==> config.mk <==
export PLATFORM = sky130hd
export DESIGN_NAME = palm_locator
export DESIGN_NICKNAME = d
export VERILOG_FILES = /design/src/rtl/palm_locator.sv
export SDC_FILE = /design/constraint.sdc
export NUM_CORES = 1
export LEC_CHECK = 0
export ABC_AREA = 1
export CORE_ASPECT_RATIO = 1.4
export CORE_UTILIZATION = 55
export DETAILED_ROUTE_END_ITERATION = 6
export MAX_ROUTING_LAYER = met4
export PLACE_DENSITY_LB_ADDON = 0.08
export SLEW_MARGIN = 25
export SYNTH_ARGS = -nofsm -noshare
export SYNTH_HDL_FRONTEND = slang
export SYNTH_SLANG_ARGS = --single-unit
==> constraint.sdc <==
create_clock -name clk -period 3.9 [get_ports clk]
set_input_delay 0.585 -clock clk [delete_from_list [all_inputs] [get_ports clk]]
set_output_delay 0.585 -clock clk [all_outputs]
set_load 0.01 [all_outputs]
==> src/rtl/palm_locator.sv <==
// Streaming palm locator: finds the first horizontal hand run wider than
// MIN_W in a raster binary stream and reports its extents and a palm height.
// Ports: clk, rst (async, active-low); pixel in: pix_valid, pix_sof,
//   object_image; height override: TESTING_SWITCH, palm_height_test;
//   result out: res_valid/res_ready handshake, found, start/end row/col,
//   palm_width, palm_height; frame_drop pulses when an SOF hits a held result.
module palm_locator #(
    parameter int IMG_W = 160,
    parameter int IMG_H = 120,
    parameter int CW    = 8,
    parameter int MIN_W = 17
) (
    input  logic          clk,
    input  logic          rst,
    input  logic          pix_valid,
    input  logic          pix_sof,
    input  logic          object_image,
    input  logic          TESTING_SWITCH,
    input  logic [CW-1:0] palm_height_test,
    output logic          res_valid,
    input  logic          res_ready,
    output logic          found,
    output logic [CW-1:0] start_of_palm_r,
    output logic [CW-1:0] start_of_palm_c,
    output logic [CW-1:0] end_of_palm_r,
    output logic [CW-1:0] end_of_palm_c,
    output logic [CW-1:0] palm_width,
    output logic [CW-1:0] palm_height,
    output logic          frame_drop
);

    localparam logic [CW-1:0] LAST_C = CW'(IMG_W - 1);
    localparam logic [CW-1:0] LAST_R = CW'(IMG_H - 1);
    localparam logic [CW-1:0] MIN_WC = CW'(MIN_W);

    typedef enum logic [1:0] {ARMED, SCAN, HOLD} state_t;

    state_t        state_q, state_d;
    logic [CW-1:0] row_q, row_d, col_q, col_d;
    logic [CW-1:0] rs_r_q, rs_r_d, rs_c_q, rs_c_d;
    logic          open_q, open_d;
    logic          found_q, found_d, drop_q, drop_d;
    logic [CW-1:0] sr_q, sr_d, sc_q, sc_d, er_q, er_d, ec_q, ec_d;
    logic [CW-1:0] w_q, w_d, h_q, h_d;

    logic          take, cur_open, last_col, last_px, close, qual;
    logic [CW-1:0] cur_r, cur_c, st_r, st_c, end_c, width, height;
    logic [CW:0]   wide;

    always_comb begin
        // SOF always restarts position and drops any partial run
        cur_r    = pix_sof ? '0 : row_q;
        cur_c    = pix_sof ? '0 : col_q;
        cur_open = pix_sof ? 1'b0 : open_q;
        last_col = (cur_c == LAST_C);
        last_px  = last_col && (cur_r == LAST_R);
        st_r     = cur_open ? rs_r_q : cur_r;
        st_c     = cur_open ? rs_c_q : cur_c;
        // object at last col closes inclusively; background closes on col-1
        close    = object_image ? last_col : cur_open;
        end_c    = object_image ? cur_c : cur_c - 1'b1;
        width    = end_c - st_c;
        qual     = close && (width > MIN_WC);
        wide     = {1'b0, width} + {2'b0, width[CW-1:1]};
        height   = wide[CW] ? '1 : wide[CW-1:0];
    end

    always_comb begin
        state_d = state_q;
        row_d   = row_q;
        col_d   = col_q;
        rs_r_d  = rs_r_q;
        rs_c_d  = rs_c_q;
        open_d  = open_q;
        found_d = found_q;
        sr_d    = sr_q;
        sc_d    = sc_q;
        er_d    = er_q;
        ec_d    = ec_q;
        w_d     = w_q;
        h_d     = h_q;
        drop_d  = 1'b0;
        take    = 1'b0;

        unique case (state_q)
            ARMED: take = pix_valid & pix_sof;
            SCAN:  take = pix_valid;
            HOLD: begin
                if (res_ready) begin
                    state_d = ARMED;
                    take    = pix_valid & pix_sof;
                end else if (pix_valid && pix_sof) begin
                    drop_d = 1'b1;
                end
            end
            default: state_d = ARMED;
        endcase

        if (take) begin
            state_d = SCAN;
            col_d   = last_col ? '0 : cur_c + 1'b1;
            row_d   = last_col ? cur_r + 1'b1 : cur_r;
            open_d  = object_image & ~last_col;
            if (object_image && !cur_open) begin
                rs_r_d = cur_r;
                rs_c_d = cur_c;
            end
            if (qual) begin
                state_d = HOLD;
                found_d = 1'b1;
                sr_d    = st_r;
                sc_d    = st_c;
                er_d    = cur_r;
                ec_d    = end_c;
                w_d     = width;
                h_d     = TESTING_SWITCH ? palm_height_test : height;
            end else if (last_px) begin
                state_d = HOLD;
                found_d = 1'b0;
                sr_d    = '0;
                sc_d    = '0;
                er_d    = '0;
                ec_d    = '0;
                w_d     = '0;
                h_d     = '0;
            end
        end
    end

    always_ff @(posedge clk or negedge rst) begin
        if (!rst) begin
            state_q <= ARMED;
            row_q   <= '0;
            col_q   <= '0;
            rs_r_q  <= '0;
            rs_c_q  <= '0;
            open_q  <= 1'b0;
            found_q <= 1'b0;
            sr_q    <= '0;
            sc_q    <= '0;
            er_q    <= '0;
            ec_q    <= '0;
            w_q     <= '0;
            h_q     <= '0;
            drop_q  <= 1'b0;
        end else begin
            state_q <= state_d;
            row_q   <= row_d;
            col_q   <= col_d;
            rs_r_q  <= rs_r_d;
            rs_c_q  <= rs_c_d;
            open_q  <= open_d;
            found_q <= found_d;
            sr_q    <= sr_d;
            sc_q    <= sc_d;
            er_q    <= er_d;
            ec_q    <= ec_d;
            w_q     <= w_d;
            h_q     <= h_d;
            drop_q  <= drop_d;
        end
    end

    assign res_valid       = (state_q == HOLD);
    assign found           = found_q;
    assign start_of_palm_r = sr_q;
    assign start_of_palm_c = sc_q;
    assign end_of_palm_r   = er_q;
    assign end_of_palm_c   = ec_q;
    assign palm_width      = w_q;
    assign palm_height     = h_q;
    assign frame_drop      = drop_q;

endmodule

; Word-level counts from Yosys, hierarchy flattened
; Cells that the tools add are included.
; W data, S select, Z words.
[word_totals]
input_bits = 15
ff_bits = 85
wordCells = 70
out_inout_bits = 51
[op_classes]
n_eq_ne = 6
n_addsub = 5
n_lt_le_gt_ge = 1
reduce_logical = 11
muxes = 30
n_bitwise = 3
[ops]
columns = op, n
row1 = $mux W8, 16
row2 = $add A8 B1 Y8 const B, 2
row3 = $add A8 B7 Y9, 1
row4 = $eq A8 B7 Y1 const B, 1
row5 = $eq A8 B8 Y1 const B, 1
row6 = $gt A8 B5 Y1 const B, 1
row7 = $mux W1, 8
row8 = $mux W2, 4
row9 = $sub A8 B1 Y8 const B, 1
row10 = $sub A8 B8 Y8, 1
row11 = $reduce_and A2 Y1, 3
row12 = $logic_and A1 B1 Y1, 4
row13 = $pmux W2 S2, 1
row14 = $ne A3 B1 Y1 const B, 1
row15 = $pmux W1 S3, 1
row16 = $and A1 B1 Y1, 2
row17 = $eq A2 B1 Y1 const B, 1
row18 = $eq A2 B2 Y1 const B, 1
row19 = $logic_not A2 Y1, 1
row20 = $ne A2 B1 Y1 const B, 1
row21 = $reduce_bool A2 Y1, 1
row22 = $reduce_or A2 Y1, 1
row23 = $logic_not A1 Y1, 1
row24 = $not A1 Y1, 1

; Depth between registers and ports, before layout
[logic_depth]
word_depth = 8
mapped_depth = 28

; Worst setup path before layout
; Ideal clock, no wire load.
[synth_path]
kind = input to register
start = in pix_sof
end = reg h_q[7], in the netlist palm_height[7]
path_stages = 22
n_path_buf = 1
required_time_ns = 3.783
arrival_time_ns = 3.493
path_slack_ns = 0.290
cell_sequence = nor2_2 -> inv_2 -> clkbuf_1 -> o21ai_0 -> inv_1 -> ha_1 -> nand2_1 -> o21ai_0 -> xnor2_1 -> ha_1 -> nand2_1 -> nor2_1 -> a211oi_1 -> nor2_1 -> o21bai_1 -> nand2_1 -> nand2_1 -> nand2_1 -> nand2_1 -> nand3_1 -> nand2_1 -> nand2_1
[synth_via]
elab_chain_cells = 8
word_cells_on_any_way = 22
[synth_rtl]
columns = item, line
row1 = from (decl), 16  ; input logic pix_sof,
row2 = $mux W8, 53  ; cur_c = pix_sof ? '0 : col_q;
row3 = $sub A8 B1 Y8, 61  ; end_c = object_image ? cur_c : cur_c - 1'b1;
row4 = $mux W8, 61
row5 = $sub A8 B8 Y8, 62  ; width = end_c - st_c;
row6 = $add A8 B7 Y9 / $gt A8 B5 Y1 (equally long branches), "64, 63"
row7 = $mux W8 / $logic_and A1 B1 Y1 (equally long branches), "65, 63"
row8 = $mux W8 / $reduce_bool A2 Y1 (equally long branches), --
row9 = $mux W8 / $reduce_and A2 Y1 (equally long branches), --
row10 = to (signal assigned), 144  ; h_q <= '0;
row11 = to (signal assigned), 159  ; h_q <= h_d;
row12 = to (decl), 44  ; logic [CW-1:0] w_q, w_d, h_q, h_d;
; Several ways; a longest one is shown, not always the timed one.
; A chain may end at the register's enable or synchronous reset.

; Final worst setup path
[layout_path]
start = in object_image
end = reg h_q[6], in the netlist palm_height[6]
[layout_via]
elab_chain_cells = 6
word_cells_on_any_way = 11
[layout_rtl]
columns = item, line
row1 = from (decl), 17  ; input logic object_image,
row2 = $mux W8, 61
row3 = $sub A8 B8 Y8, 62
row4 = $add A8 B7 Y9 / $gt A8 B5 Y1 (equally long branches), "64, 63"
row5 = $mux W8 / $logic_and A1 B1 Y1 (equally long branches), "65, 63"
row6 = $mux W8 / $reduce_bool A2 Y1 (equally long branches), --
row7 = $mux W8 / $reduce_and A2 Y1 (equally long branches), --
; Several ways; a longest one is shown, not always the timed one.

==> metrics.yaml <==
clock_tree:
  hold_buffers: 0
  cts_root_buffer: "clkbuf_16"
  cts-resized-gates: 0
  cts_setup_buffers: 0
  cts_sinks: 85
  cts_tree: "yes"
  htree_levels: 3
  clk_latency_ns: 0.34
  cts_buffers: 9
  clock_path_buffers: 2
  path_clk_slew_ns: 0.07
global_route:
  grt_pass1_vias: 4608
  grt_pass1_wl_mm: 21.62
  grt_max_degree: 86
  grt_use_total_pct: 32.06
  antenna_found_initial: 0
  overflow: 0
synth:
  synth_edf_count: 0
  syn_inst: 619
  yosys_warnings: 0
  syn_avg_cell_area_um2: 7.845
  synth_top_cell_area_share_pct: 43.80
  synthTopCellsByArea: "dfrtp_1, nand2_1, nand3_1, inv_1, ha_1"
  synthFlopType: "dfrtp_1"
  syn_nets: 653
  yosys.area.top_type: "dfrtp_1"
  ys_ff_latch: 85
  synthArstFlopShare_pct: 100.0
  synth_area_um2: 4856
  yosysSeqAreaShare_pct: 43.80
  ys_types: 40
setup_path:
  crit_family: "simple AND/OR/NAND/NOR gates"
  slowest_stage: "clkdlybuf4s50_1"
  cpMostUsedCell: "nand2_1"
  worst-path-max-fanout: 5
  required_ns: 4.13
  start_kind: "primary input"
  path_class: "primary input to flip-flop"
  crit_buf_inv: 7
  cp-end-kind: "flip-flop"
  max_stage_delay_ns: 0.41
  crit_arrival_ns: 3.77
floorplanning:
  die_w_um: 81.41
  start_util_pct: 56.74
  die_y_um: 113.2
  io_pins: 66
  core_area_um2: 8558
  fp.dieArea_um2: 9214
  num_rows: 40
route:
  via_per_inst: 5.357
  first_pass_iters: 4
  num_vias: 4623
  wl_mm: 13.23
  wl_met2_mm: 7.118
  routed.top_layer: "met4"
  drc: 0
  antenna_left: 0
  first_iter_violations: 269
  wl_met3_um: 466
  wl_per_cell_um: 15.33
  wl_met1_mm: 5.231
power_and_ir_drop:
  p_per_area_nw_per_um2: 821.8
  ir_drop_v: 0.0005903
  p_leak_nw: 3.199
  fin_total_pwr_mw: 5.380
timing:
  slew_viol_final: 0
  max_freq_ghz: 0.2824
  tightest_slew_ns: 0.7724
  setup_viol: 0
  min_period_ns: 3.541
  worst_slack_ns: 0.3588
  relSlewSlack_pct: 48.51
  clock_skew_ns: 0.006658
  period_share_pct: 90.80
  hold_violations: 0
  timing.hold.ws_ns: 0.2776
placement:
  pre_cts_ws_ns: -0.2793
  hpwl_mm: 9.945
  routabilityCongestion: 0.9484
  port_buffers: 65
finish:
  fillers: 639
  insertedDiodeCount: 0
  final-seq-area_um2: 2127
  multi_input_area_um2: 2325
  area_delta_synth_final_pct: 34.81
  layout-drive-gt1-share_pct: 17.94
  final_nets: 787
run:
  drv_cap: 0
min_path:
  hold_class: "primary input to async pin"
outcome:
  status: "finished, final reports clean"
-- registers in the layout, summed over array words and instances (netlist names) --
register / flops
end_of_palm_c: 8
rs_r_q: 8
palm_width: 8
row_q: 8
palm_height: 8
end_of_palm_r: 8
col_q: 8
state_q: 2
rs_c_q: 8
open_q: 1
frame_drop: 1
start_of_palm_r: 8
found: 1
start_of_palm_c: 8
-- layer usage --
layer	up-vias	global-route usage (%)
met2	121	56.17
met5	-	-
met4	0	17.14
met1	2184	34.52
met3	27	3.387
li1	2291	-
-- metrics by stage --
step                 TNS [ns]  cells  instance area [µm²]  util, %
finish                      0    863                 6546    76.49
global route        -0.007139    863                 6546    76.49
CTS                         0    863                 6497    75.92
detailed placement     -8.925    847                 6165    72.03
global placement       -2.398    847                 6165    72.03
floorplan                   0    619                 4856        -
-- Yosys cell counts (4+ instances only) --
library cell / number
a21oi_1: 8
buf_2: 5
buf_4: 4
buf_6: 4
clkbuf_1: 11
dfrtp_1: 85
ha_1: 17
inv_1: 75
inv_2: 5
nand2_1: 152
nand2_2: 4
nand3_1: 72
nand4_1: 25
nor2_1: 38
o21ai_0: 26
o21ai_1: 25
o22ai_1: 13
or2_2: 8
xnor2_1: 7
xor2_1: 8
-- area by class of cell --
cell class	count	share of cell area (%)
Inverter	82	4.740
Timing Repair Buffer	147	20.16
Clock buffer	10	3.651
Clock inverter	6	1.433
Multi-Input combinational cell	428	35.51
Sequential cell	85	32.49
Tap cell	105	2.007
-- placed cells by master (no fill, tap or decap), types with 2 or more instances in the layout --
cell	n
inv_1	75
nor2_1	38
nand3_1	71
nor2_2	3
a21oi_1	7
inv_2	6
o22ai_1	13
dfrtp_1	85
or2_2	8
ha_1	16
xor2_1	8
nor3_1	2
clkbuf_16	9
nand2_1	151
buf_4	78
bufinv_16	2
o21ai_0	26
o21a_1	2
nand3_2	3
nand4_1	25
buf_12	4
o32ai_1	2
o21ai_1	25
clkdlybuf4s50_1	63
fa_1	2
xnor2_1	6
nand2_2	5
-- power by group --
part | total, mW | internal (mW) | switching [mW]
combinational | 3.17 | 1.56 | 1.61
clock | 0.952 | 0.585 | 0.367
sequential | 1.26 | 1.12 | 0.139
total | 5.38 | 3.27 | 2.11
-- path summary, 6_finish.rpt --
kind,slack [ns],end,start,depth (start not counted)
setup reg to reg,0.55,palm_height[6]$_DFFE_PN0P_,open_q$_DFFE_PN0P_,28
setup / recovery,0.36,palm_height[6]$_DFFE_PN0P_,object_image,27
max in group asynchronous,3.07,palm_width[4]$_DFFE_PN0P_,rst,1
min in group clk,0.49,rs_c_q[0]$_DFFE_PN0P_,rs_c_q[0]$_DFFE_PN0P_,2
hold / removal,0.28,palm_height[7]$_DFFE_PN0P_,rst,1
hold reg to reg,0.49,rs_c_q[0]$_DFFE_PN0P_,rs_c_q[0]$_DFFE_PN0P_,2
-- logic make-up after synthesis --
group / share of synthesized area [%]
AO/OA/AOI/OAI: 9.225
AND/OR/NAND/NOR: 29.09
XOR/XNOR: 3.376
flip-flops: 43.80
adder cells (fa/ha/maj): 5.205
buffers and inverters: 9.302
(Power assumes the default switching activity.)
